<file path="src/rtl/touch_grid_selector.sv">
// Touch-panel grid option selector: maps a ROWS x COLS grid of touch rectangles to
// per-cell codes behind a wait-for-release arming step and a hold-time confirmation filter.
module touch_grid_selector #(
  parameter int unsigned ROWS          = 2,
  parameter int unsigned COLS          = 3,
  parameter int unsigned CODE_W        = 3,
  parameter logic [ROWS*COLS*CODE_W-1:0] CODES =
    {3'b110, 3'b111, 3'b011, 3'b010, 3'b101, 3'b100},
  parameter int          X_FIRST       = 1923,
  parameter int          X_PITCH       = -597,
  parameter int          X_LEN         = 568,
  parameter int          Y_FIRST       = 1808,
  parameter int          Y_PITCH       = -823,
  parameter int          Y_LEN         = 748,
  parameter int unsigned SETTLE_CYCLES = 15000,
  parameter int unsigned HOLD_CYCLES   = 4
) (
  input  logic              clk,
  input  logic              rst,
  input  logic              active,
  input  logic [11:0]       x_touch,
  input  logic [11:0]       y_touch,
  input  logic              touch_input,
  output logic              hover_valid,
  output logic [5:0]        hover_index,
  output logic [CODE_W-1:0] sel_code,
  output logic [5:0]        sel_index,
  output logic              sel_valid,
  output logic              done,
  output logic              busy
);

  localparam int unsigned CELLS   = ROWS * COLS;
  localparam int unsigned IDX_W   = 6;
  localparam int unsigned CNT_MAX = (SETTLE_CYCLES > HOLD_CYCLES) ? SETTLE_CYCLES : HOLD_CYCLES;
  localparam int unsigned CNT_W   = $clog2(CNT_MAX + 1);

  typedef enum logic [2:0] {
    S_IDLE, S_SETTLE, S_ARMED, S_CONFIRM, S_DONE
  } state_t;

  state_t            state;
  logic [CNT_W-1:0]  cnt;
  logic [IDX_W-1:0]  cand;
  logic [CELLS-1:0]  hit;
  logic [IDX_W-1:0]  hit_idx_c;
  logic              one_hit_c;
  logic              valid_c;
  logic [CODE_W-1:0] code_tab [64];

  // Per-cell rectangle test; upper bounds may reach 4096 so compare at 13 bits.
  for (genvar r = 0; r < ROWS; r++) begin : g_row
    for (genvar c = 0; c < COLS; c++) begin : g_col
      localparam int XLO = X_FIRST + c * X_PITCH;
      localparam int XHI = XLO + X_LEN;
      localparam int YLO = Y_FIRST + r * Y_PITCH;
      localparam int YHI = YLO + Y_LEN;
      if (XLO < 0 || XHI > 4096 || YLO < 0 || YHI > 4096) begin : g_bad
        $error("touch_grid_selector: cell bound outside 0..4096");
      end
      assign hit[r*COLS+c] = ({1'b0, x_touch} >= 13'(XLO)) && ({1'b0, x_touch} < 13'(XHI)) &&
                             ({1'b0, y_touch} >= 13'(YLO)) && ({1'b0, y_touch} < 13'(YHI));
    end
  end

  for (genvar i = 0; i < 64; i++) begin : g_code
    if (i < CELLS) begin : g_used
      assign code_tab[i] = CODES[i*CODE_W +: CODE_W];
    end else begin : g_unused
      assign code_tab[i] = '0;
    end
  end

  // Overlapping hits are rejected, so the index is only meaningful for a one-hot vector.
  always_comb begin
    hit_idx_c = '0;
    one_hit_c = (hit != '0) && ((hit & (hit - CELLS'(1))) == '0);
    for (int unsigned i = 0; i < CELLS; i++) begin
      if (hit[i]) hit_idx_c = IDX_W'(i);
    end
    valid_c = touch_input && one_hit_c;
  end

  always_ff @(posedge clk or posedge rst) begin
    if (rst) begin
      state       <= S_IDLE;
      cnt         <= '0;
      cand        <= '0;
      hover_valid <= 1'b0;
      hover_index <= '0;
      sel_code    <= '0;
      sel_index   <= '0;
      sel_valid   <= 1'b0;
      done        <= 1'b0;
      busy        <= 1'b0;
    end else begin
      hover_valid <= valid_c;
      hover_index <= valid_c ? hit_idx_c : '0;
      sel_valid   <= 1'b0;
      if (!active) begin
        state     <= S_IDLE;
        cnt       <= '0;
        cand      <= '0;
        sel_code  <= '0;
        sel_index <= '0;
        done      <= 1'b0;
        busy      <= 1'b0;
      end else begin
        case (state)
          S_IDLE: begin
            state <= S_SETTLE;
            cnt   <= CNT_W'(SETTLE_CYCLES - 1);
            busy  <= 1'b1;
          end
          S_SETTLE: begin
            // A touch still held when blanking ends must be released before arming.
            if (cnt != '0) begin
              cnt <= cnt - CNT_W'(1);
            end else if (!touch_input) begin
              state <= S_ARMED;
              busy  <= 1'b0;
            end
          end
          S_ARMED: begin
            if (valid_c) begin
              cand <= hit_idx_c;
              if (HOLD_CYCLES <= 1) begin
                state     <= S_DONE;
                sel_code  <= code_tab[hit_idx_c];
                sel_index <= hit_idx_c;
                sel_valid <= 1'b1;
                done      <= 1'b1;
              end else begin
                state <= S_CONFIRM;
                cnt   <= CNT_W'(HOLD_CYCLES - 1);
                busy  <= 1'b1;
              end
            end
          end
          S_CONFIRM: begin
            // cnt holds the identical samples still owed; the last one confirms.
            if (valid_c && hit_idx_c == cand) begin
              if (cnt <= CNT_W'(1)) begin
                state     <= S_DONE;
                cnt       <= '0;
                sel_code  <= code_tab[cand];
                sel_index <= cand;
                sel_valid <= 1'b1;
                done      <= 1'b1;
                busy      <= 1'b0;
              end else begin
                cnt <= cnt - CNT_W'(1);
              end
            end else begin
              state <= S_ARMED;
              cand  <= '0;
              cnt   <= '0;
              busy  <= 1'b0;
            end
          end
          S_DONE: ;
          default: state <= S_IDLE;
        endcase
      end
    end
  end

endmodule

</file>
<file path="config.mk">
export PLATFORM = sky130hd
export DESIGN_NAME = touch_grid_selector
export DESIGN_NICKNAME = d
export VERILOG_FILES = /design/src/rtl/touch_grid_selector.sv
export SDC_FILE = /design/constraint.sdc
export NUM_CORES = 1
export LEC_CHECK = 0
export CAP_MARGIN = 10
export CORE_MARGIN = 4
export CORE_UTILIZATION = 34
export DETAILED_ROUTE_END_ITERATION = 7
export PLACE_DENSITY_LB_ADDON = 0.2
export SYNTH_ARGS = -nofsm -noshare
export SYNTH_HDL_FRONTEND = slang
export SYNTH_SLANG_ARGS = --single-unit
</file>
<file path="constraint.sdc">
create_clock -name clk -period 2.65 [get_ports clk]
set_input_delay 0.3975 -clock clk [delete_from_list [all_inputs] [get_ports clk]]
set_output_delay 0.3975 -clock clk [all_outputs]
set_load 0.02 [all_outputs]
</file>
* Word level (Yosys, flattened, before mapping)
Memory sizes are Yosys's and may differ from the RTL's. Index checks and enable logic that the tools add are counted.
Operators by class: multiplexer cells 48, order comparisons 12, shift operators 0, equality and inequality tests 17, reductions and logical operators 27, divide/modulo/power cells 0, multiply operators 0, add/sub/neg operators 2, bitwise gates (word level) 2
Operators by type and width (count):
- two-way mux 6 bit | 12
- two-way mux 14 bit | 5
- one-hot mux 14 bit (4 select lines) | 1
- greater-or-equal comparator 12 x 11 -> 1 bit (second input constant) | 3
- less-than comparator 12 x 11 -> 1 bit (second input constant) | 3
- two-way mux 3 bit | 12
- greater-or-equal comparator 12 x 10 -> 1 bit (second input constant) | 2
- less-than comparator 12 bit (second input constant) | 2
- logical AND 1 bit | 18
- two-way mux 1 bit | 15
- != test 3 bit (second input constant) | 5
- one-hot mux 3 bit (5 select lines) | 1
- <= comparator 14 x 1 -> 1 bit (second input constant) | 1
- nonzero test 14 bit | 1
- subtractor 14 x 1 -> 14 bit (second input constant) | 1
- one-hot mux 6 bit (2 select lines) | 1
- AND reduction 5 bit | 2
- AND reduction 3 bit | 3
- greater-or-equal comparator 7 bit (second input constant) | 1
- inverter 6 -> 7 bit | 1
- AND 6 bit | 1
- equality test 3 x 2 -> 1 bit (second input constant) | 2
- equality test 6 bit | 1
- zero test 6 bit | 1
- 11 further kinds | 13
Storage, ports and cells: bits in latches 0, bits of input ports 28, RAM bits 0, word-level logic and storage cells 119, bits in read-only memories 192, flip-flop bits (word level) 42, memories 1, output and inout port bits 19
Memory list:
- (no name shown) | words 64, width 3, read ports 1, clocked after Yosys merged registers in 0, write ports 0, line 146 | sel_code <= code_tab[cand];

* Depth between registers and ports, before layout
Gate-level depths: netlist (run 1).
word-level depth 14, depth in mapped cells 11, gate-level depth less buffers 10

* Least setup slack after synthesis (run 1)
OpenSTA, ideal clock, no wires.
path kind input -> register, start point in y_touch[4], end point reg cnt[11], data arrival time 2865 ps, buffers on the path 1, setup time 68 ps, stages 10, required time 2582 ps, slack -282 ps, path through a21oi_1 > or4b_1 > a211oi_2 > a22oi_1 > xnor2_1 > a2111oi_4 > a21boi_4 > buf_6 > o31ai_1 > a221o_1
Between the ends: longest elaborated chain between the ends 13, elaborated cells on any way between the ends 34, classes of those cells add/sub (1); order compare (4); eq/ne (2); mux (8); bitwise (1); reduce/logical (18)
Ends and longest elaborated chain:
- start, declared | line 22 | input logic [11:0] y_touch,
- branches (longest 13 deep; another with greater-or-equal comparator 12 x 11 -> 1 bit)
- end signal, assigned | line 112 | cnt <= CNT_W'(SETTLE_CYCLES - 1);
- end signal, assigned | line 118 | cnt <= cnt - CNT_W'(1);
- end signal, assigned | line 152 | cnt <= cnt - CNT_W'(1);
- end, declared | line 43 | logic [CNT_W-1:0] cnt;
Parallel ways; which one is timed is not known. A chain may end at the register's enable or synchronous reset.

* Worst setup path after layout (run 1)
start point in x_touch[4], end point reg cnt[2]
Between the ends: longest elaborated chain between the ends 14, elaborated cells on any way between the ends 39, classes of those cells add/sub (1); order compare (6); eq/ne (2); mux (8); bitwise (1); reduce/logical (21)
Ends and longest elaborated chain:
- start, declared | line 21 | input logic [11:0] x_touch,
- branches (longest 14 deep; another with greater-or-equal comparator 12 x 11 -> 1 bit)
Parallel ways; which one is timed is not known.

==> impl_table.tex, run 1 <==
\begin{tabular}{lr}
\hline
Metric & Value \\
\hline
\multicolumn{2}{l}{\textbf{Setup path}} \\
\quad Arrival time worst endpoint & about 3.0 ns \\
\quad Worst reg2reg setup slack & 0.16 ns \\
\quad Count of cells along the worst register-to-register path & 11 \\
\quad Critical register-to-register path startpoint & cnt[1] \\
\quad Crit path launch type & primary input \\
\quad Critical path origin & x\_touch[4] \\
\quad End point of the critical path & cnt[2] \\
\quad Data required time at the worst endpoint & 2.87 ns \\
\quad Endpoint kind of the worst setup timing path & flop \\
\quad Highest fanout seen on the critical path & 4 \\
\quad Type of the worst setup path & primary input to flop \\
\quad Terminus of the critical flop-to-flop path & cnt[4] \\
\multicolumn{2}{l}{\textbf{Timing}} \\
\quad Hold Fails Final Rpt & 0 \\
\quad Final setup violating endpoints & 5 \\
\quad Least-Margin Pin Slew & 0.7194 ns \\
\quad Fin Clk Skew & 0.005105 ns \\
\quad Fin worst setup slack & -0.07376 ns \\
\quad Part of the cycle the worst path needs & 102.8\% \\
\quad Unrepaired setup endpoints after global routing & yes \\
\quad Shortest clock period the worst path allows after layout & 2.724 ns \\
\quad Relative slew slack & 51.92\% \\
\quad Peak clock frequency supported by timing & between 0.3 and 0.4 GHz \\
\quad Number of pins with negative max-slew slack in the final report & 0 \\
\quad Total negative slack for setup checks & -0.1604 ns \\
\multicolumn{2}{l}{\textbf{Status}} \\
\quad Status & complete, but fails checks \\
\quad Violations in the final reports & negative setup slack \\
\multicolumn{2}{l}{\textbf{Final layout}} \\
\quad Final Util & 55.05\% \\
\quad Fillcell total & 562 \\
\quad Fraction of final layout cells with drive strength greater than 1 & 38.83\% \\
\quad Synth-to-layout area growth & 56.53\% \\
\quad Most used cells in the layout excluding fill and tap cells & buf\_4 (57), nor2\_1 (34), dfrtp\_1 (33) \\
\quad Most common library cell in the layout ignoring fill and taps & buf\_4 \\
\quad Diode count & 0 \\
\quad Final Net Count & 387 \\
\quad Layout Cells excl Fill & 435 \\
\multicolumn{2}{l}{\textbf{Power and ir drop}} \\
\quad Leakage power total & 1.594 nW \\
\quad Final total power & 1.392 mW \\
\quad IR drop worst, VDD & 0.4356 mV \\
\quad Power density relative to cell area & 398.1 nW/um\^{}2 \\
\multicolumn{2}{l}{\textbf{Route}} \\
\quad Drc violations & 0 \\
\quad Remaining antenna violation count & 0 \\
\quad Via count & 2344 \\
\quad Wirelength, routed & around 6500 um \\
\quad Drt first-iter violations & $\sim$140 \\
\quad Drt via density & 5.389 \\
\quad WL/cell & 14.93 um \\
\quad Router iterations before antenna repair & 4 \\
\multicolumn{2}{l}{\textbf{Synth}} \\
\quad Seq/Total Area, Yosys & 36.97\% \\
\quad Cells after synthesis & 255 \\
\quad Fraction of registers with async set or reset after synthesis & 100.0\% \\
\quad FF+latch count, synth & 33 \\
\quad Yosys top cell area share & 36.97\% \\
\quad Count of unique library cells instantiated by Yosys & 58 \\
\quad Post-Syn Area & about 2200 um\^{}2 \\
\quad Number of synthesized flops with an enable pin & 0 \\
\quad Most instantiated flip-flop cell in the synthesis netlist & dfrtp\_1 \\
\quad Synth area leaders & dfrtp\_1 (37\%), nor2\_1 (5.9\%), a21oi\_1 (3.6\%) \\
\quad Leading area contributor after synthesis & dfrtp\_1 \\
\quad Synthesis warning total & 0 \\
\quad Syn Area/Cell & between 8 and 9 um\^{}2 \\
\multicolumn{2}{l}{\textbf{Global routing}} \\
\quad Overall routing resource usage & 16.74\% \\
\quad Vias in the first global route & $\sim$2300 \\
\quad Pin count of the biggest net entering global routing & 34 \\
\quad First-pass GRT wire length & approximately 11000 um \\
\quad Antenna violations before repair & 0 \\
\quad GRT overflow & 0 \\
\multicolumn{2}{l}{\textbf{Floorplan}} \\
\quad Starting Density & 35.17\% \\
\quad Die Area & 7930 um\^{}2 \\
\quad X dimension of the die & 89.05 um \\
\quad Core area & 6350 um\^{}2 \\
\quad Die extent in y & 89.05 um \\
\quad Number of primary I/O pins & 47 \\
\quad Number of placement rows & 29 \\
\multicolumn{2}{l}{\textbf{Clocking}} \\
\quad Number of buffers inserted during clock tree synthesis & 5 \\
\quad Clock root cell & clkbuf\_8 \\
\quad CTS tree & yes \\
\quad H-tree depth reported by CTS & 2 \\
\quad Post-cts hold buffer count & 0 \\
\quad Worst-path clk slew & 0.07 ns \\
\quad Clock latency at the later pin of the worst-skew pair & 0.28 ns \\
\quad Clock sink total & 33 \\
\quad Clock buffer depth & 2 \\
\multicolumn{2}{l}{\textbf{Worst hold path}} \\
\quad Hold Crit Class & primary input to async pin \\
\multicolumn{2}{l}{\textbf{Placement}} \\
\quad Number of buffers added on ports & 40 \\
\quad HPWL after detailed placement & 4474 um \\
\quad Global placement routability congestion & 0.8285 \\
\quad Number of cells after detailed placement & around 420 \\
\multicolumn{2}{l}{\textbf{Run}} \\
\quad Maxcap violations & 0 \\
\hline
\end{tabular}
[how the worst min path moves through the flow]
stage / start / to / slack [ns] / cells after the start
after floorplan: cnt[9] / cnt[9] / 0.46 / 1
after global placement: cnt[9] / cnt[9] / 0.49 / 1
after detailed placement: cnt[9] / cnt[9] / 0.49 / 1
after CTS: cnt[9] / cnt[9] / 0.50 / 1
after global routing: cnt[9] / cnt[9] / 0.53 / 1
final: rst / sel_code[1] / 0.49 / 3
[cell type report]
cell class | instances | area (um^2) | area share [%]
clock buffer | 6 | 82.58 | 2.362
clock inverter | 2 | 37.54 | 1.074
inverter | 11 | 41.29 | 1.181
multi-input combinational | 201 | 1528 | 43.70
sequential | 33 | 825.8 | 23.62
tap | 77 | 96.34 | 2.756
timing repair buffer | 105 | 884.6 | 25.30
[stage by stage]
stage	setup slack (ns)	area, um^2	hold slack, ns
after floorplan	-0.1663	2327	0.4613
after global placement	-0.8305	3162	0.4902
after detailed placement	-0.8583	3162	0.4863
after CTS	-0.05499	3402	0.5042
after global routing	-0.1845	3496	0.5280
final	-0.07376	3496	0.4940
[registers in the layout, summed over array words and instances (netlist names)]
signal,cells
hover_valid,1
busy,1
hover_index,3
sel_code,3
sel_valid,1
cnt,14
state,3
cand,3
sel_index,3
done,1
[Yosys cell counts, types with 3 or more instances]
library cell	n
nand2_1	19
nand3_1	7
inv_1	11
a22o_1	4
clkbuf_1	8
mux2i_1	6
a21oi_1	16
a211o_1	3
nor2_1	35
buf_4	6
o21a_1	4
nor2b_1	4
a21o_1	3
o31ai_1	9
nor3_1	10
and2_1	3
o211ai_1	4
dfrtp_1	33
or3_1	4
nor4_1	7
a221o_1	6
o21ai_0	8
[power by group]
part           total (mW)  leakage [nW]  internal [mW]  switching, mW
Combinational       0.347          1.09          0.169          0.178
Sequential          0.547         0.443          0.524         0.0224
Clock               0.498        0.0574          0.306          0.192
Total                1.39          1.59          0.999          0.392
[what timing repair did]
action,4_1_cts,5_1_grt
pin swaps,25,11
cloned,1,0
gates resized for setup,108,30
setup endpoints to repair,29,21
endpoints found under the hold margin,0,0
buffers inserted,8,0
[worst max-delay path, cell delays in order]
cell,delay [ns]
buf_2,0.14
buf_4,0.15
a211o_1,0.27
a31oi_1,0.17
o221a_1,0.26
and2_4,0.16
buf_4,0.11
o21ai_2,0.07
a2111oi_4,0.33
buf_4,0.21
a21boi_4,0.09
buf_6,0.16
o31ai_4,0.23
a221o_1,0.19
[cells by family after synthesis]
family,Yosys count,synth area share (%)
buffers and inverters,27,5.938
adders and majority gates,2,1.120
AOI/OAI and AO/OA,78,27.28
xor gates and xnor gates,2,0.7845
and+or+nand+nor,105,24.54
other,1,0.1679
DFF,33,36.97
muxes,7,3.193
[routing by layer]
metal / global-route usage, % / vias up / routed length, um
li1: - / 1156 / -
met1: 21.88 / 1125 / 2876
met2: 28.54 / 51 / 3256
met3: 3.502 / 12 / 274
met4: 3.789 / 0 / 87
met5: 0 / - / 0
Power figures use the tool's default switching activity.
==> run 2, diff against run 1 <==
--- a/config.mk
+++ b/config.mk
@@ -9,7 +9,6 @@
 export CORE_MARGIN = 4
 export CORE_UTILIZATION = 34
 export DETAILED_ROUTE_END_ITERATION = 7
-export PLACE_DENSITY_LB_ADDON = 0.2
 export SYNTH_ARGS = -nofsm -noshare
 export SYNTH_HDL_FRONTEND = slang
 export SYNTH_SLANG_ARGS = --single-unit
==> run 2 against run 1 <==
  * The run still ends with negative setup slack left
  * Power is 8.0% lower
  * Via count is 2.6% lower
  * Clock power down 24%
  * Critical path type unchanged
==> impl_table.tex, run 2 (same netlist as run 1, synthesis figures left out) <==
\begin{tabular}{lr}
\hline
Metric & Value \\
\hline
\multicolumn{2}{l}{\textbf{Global routing}} \\
\quad Overall routing resource usage & 16.96\% \\
\quad Vias in the first global route & 2356 \\
\quad First-pass GRT wire length & 10790 um \\
\quad Antenna violations before repair & 0 \\
\quad GRT overflow & 0 \\
\quad Pin count of the biggest net entering global routing & 34 \\
\multicolumn{2}{l}{\textbf{Timing}} \\
\quad Hold Fails Final Rpt & 0 \\
\quad Least-Margin Pin Slew & 0.6148 ns \\
\quad Final setup violating endpoints & 11 \\
\quad Unrepaired setup endpoints after global routing & yes \\
\quad Part of the cycle the worst path needs & 101.8\% \\
\quad Worst hold slack & $\sim$0.5 ns \\
\quad Fin Clk Skew & 0.004416 ns \\
\quad Shortest clock period the worst path allows after layout & 2.698 ns \\
\quad Peak clock frequency supported by timing & 0.3706 GHz \\
\quad Fin worst setup slack & -0.04838 ns \\
\quad Number of pins with negative max-slew slack in the final report & 0 \\
\quad Relative slew slack & approximately 59\% \\
\multicolumn{2}{l}{\textbf{Clocking}} \\
\quad Worst-path clk slew & roughly 0.070 ns \\
\quad Number of buffers inserted during clock tree synthesis & 5 \\
\quad CTS tree & yes \\
\quad H-tree depth reported by CTS & 2 \\
\quad Clock latency at the later pin of the worst-skew pair & about 0.28 ns \\
\quad Clock root cell & clkbuf\_8 \\
\quad Post-cts hold buffer count & 0 \\
\quad Clock buffer depth & 2 \\
\quad Clock sink total & 33 \\
\multicolumn{2}{l}{\textbf{Floorplan}} \\
\quad Die extent in y & 89.05 um \\
\quad Number of placement rows & 29 \\
\quad X dimension of the die & 89.05 um \\
\quad Number of primary I/O pins & 47 \\
\quad Core area & between 6000 and 7000 um\^{}2 \\
\quad Die Area & 7930 um\^{}2 \\
\quad Starting Density & approximately a third \\
\multicolumn{2}{l}{\textbf{Route}} \\
\quad Router iterations before antenna repair & 4 \\
\quad Drt via density & about 5.2 \\
\quad Remaining antenna violation count & 0 \\
\quad Drc violations & 0 \\
\quad Wirelength, routed & roughly 6400 um \\
\quad Drt first-iter violations & 100 \\
\quad Via count & 2283 \\
\quad WL/cell & 14.61 um \\
\multicolumn{2}{l}{\textbf{Final layout}} \\
\quad Most used cells in the layout excluding fill and tap cells & buf\_4 (54), nor2\_1 (33), dfrtp\_1 (33) \\
\quad Fraction of final layout cells with drive strength greater than 1 & between 30\% and 40\% \\
\quad Layout Cells excl Fill & 435 \\
\quad Fillcell total & 574 \\
\quad Diode count & 0 \\
\quad Final Net Count & 387 \\
\quad Most common library cell in the layout ignoring fill and taps & buf\_4 \\
\quad Non-Filler Cell Area, Final & between 3000 and 4000 um\^{}2 \\
\quad Register bank with the most flops & cnt \\
\quad Synth-to-layout area growth & 58.60\% \\
\quad Reg area & 825.8 um\^{}2 \\
\quad Final Util & 55.78\% \\
\quad Multi-input gate area & 1560 um\^{}2 \\
\quad Largest register FFs & 14 \\
\multicolumn{2}{l}{\textbf{Setup path}} \\
\quad Endpoint kind of the worst setup timing path & flop \\
\quad Data required time at the worst endpoint & 2.88 ns \\
\quad Highest fanout seen on the critical path & 4 \\
\quad Crit path launch type & primary input \\
\quad Arrival time worst endpoint & 2.92 ns \\
\quad Type of the worst setup path & primary input to flop \\
\multicolumn{2}{l}{\textbf{Placement}} \\
\quad Placement Setup Slack & -0.8622 ns \\
\quad HPWL after detailed placement & $\sim$4600 um \\
\quad Number of buffers added on ports & 40 \\
\quad Instance area at placement & 3097 um\^{}2 \\
\quad Global placement routability congestion & 0.8550 \\
\quad Number of cells after detailed placement & 411 \\
\multicolumn{2}{l}{\textbf{Power and ir drop}} \\
\quad IR drop worst, VDD & 0.2481 mV \\
\quad Power density relative to cell area & about 360 nW/um\^{}2 \\
\quad Leakage power total & 1.588 nW \\
\multicolumn{2}{l}{\textbf{Status}} \\
\quad Status & complete, but fails checks \\
\quad Violations in the final reports & negative setup slack \\
\multicolumn{2}{l}{\textbf{Worst hold path}} \\
\quad Hold Crit Class & primary input to async pin \\
\multicolumn{2}{l}{\textbf{Run}} \\
\quad Maxcap violations & 0 \\
\hline
\end{tabular}
-- run 2: changes by cell type in the layout (fill, tap and decap cells not counted), sizes merged --
cell,delta
clkdlybuf4s15,+1
clkbuf,-1
dlymetal6s2s,+1
dlygate4sd2,-2
clkinv,+2
bufinv,-1
-- run 2: report_power, final --
group | switching, mW | total, mW | internal [mW]
logic | 0.180 | 0.357 | 0.177
registers | 0.0233 | 0.548 | 0.524
clock network | 0.195 | 0.376 | 0.181
total | 0.398 | 1.28 | 0.883
-- run 2: path summary, 6_finish.rpt --
check                      startpoint              to  slack (ns)  cells after the start
min in group clk                 done            done        0.51                      1
max                        y_touch[7]         cnt[11]       -0.05                     13
max in group asynchronous         rst  hover_index[0]        1.85                      3
min reg2reg                      done            done        0.51                      1
min                               rst     sel_code[1]        0.49                      3
max reg2reg                    cnt[1]         cnt[12]        0.14                     11
-- run 2: through the flow --
stage          setup TNS (ns)  total power, mW
4_1_cts               -0.5802            1.261
6_report              -0.3541            1.281
5_1_grt                -3.051            1.351
3_3_place_gp           -20.45           0.8638
3_5_place_dp           -20.99           0.8664
2_1_floorplan          -2.266           0.7190
-- run 2: critical path: stages --
cell	delay, ns
buf_8	0.08
nand3_4	0.07
or4b_4	0.52
a211oi_4	0.26
buf_4	0.17
a22oi_2	0.10
xnor2_2	0.16
a2111oi_4	0.27
buf_4	0.19
a21boi_4	0.07
buf_6	0.14
nor4_4	0.31
a221o_1	0.20
-- run 2: timing repair --
action / in CTS / in global routing
gates cloned: 1 / 0
setup endpoints to repair: 29 / 28
pin swaps: 24 / 28
resized for setup: 114 / 46
buffers inserted: 5 / 11
-- run 2: layout make-up --
type	instances	area share [%]
tap	77	2.720
multi-input combinational	201	44.05
clock inverter	3	0.4945
inverter	11	1.166
timing repair buffer	105	26.32
sequential	33	23.31
clock buffer	5	1.943
-- run 2: routing by layer --
| layer | wire length [um] | track usage (%) | vias to the layer above | part of all wire (%) |
|---|---|---|---|---|
| met2 | 3225 | 28.95 | 41 | 51 |
| met1 | 2837 | 21.81 | 1083 | 45 |
| met3 | 201 | 3.410 | 8 | 3.2 |
| met5 | 0 | 0 | - | 0 |
| met4 | 91 | 4.736 | 0 | 1.4 |
| li1 | - | - | 1151 | - |
==> run 3, diff against run 2 <==
--- a/config.mk
+++ b/config.mk
@@ -5,7 +5,7 @@
 export SDC_FILE = /design/constraint.sdc
 export NUM_CORES = 1
 export LEC_CHECK = 0
-export CAP_MARGIN = 10
+export CAP_MARGIN = 15
 export CORE_MARGIN = 4
 export CORE_UTILIZATION = 34
 export DETAILED_ROUTE_END_ITERATION = 7
==> results of run 3 <==
Final layout, timing and power as in run 2 (identical DEF).
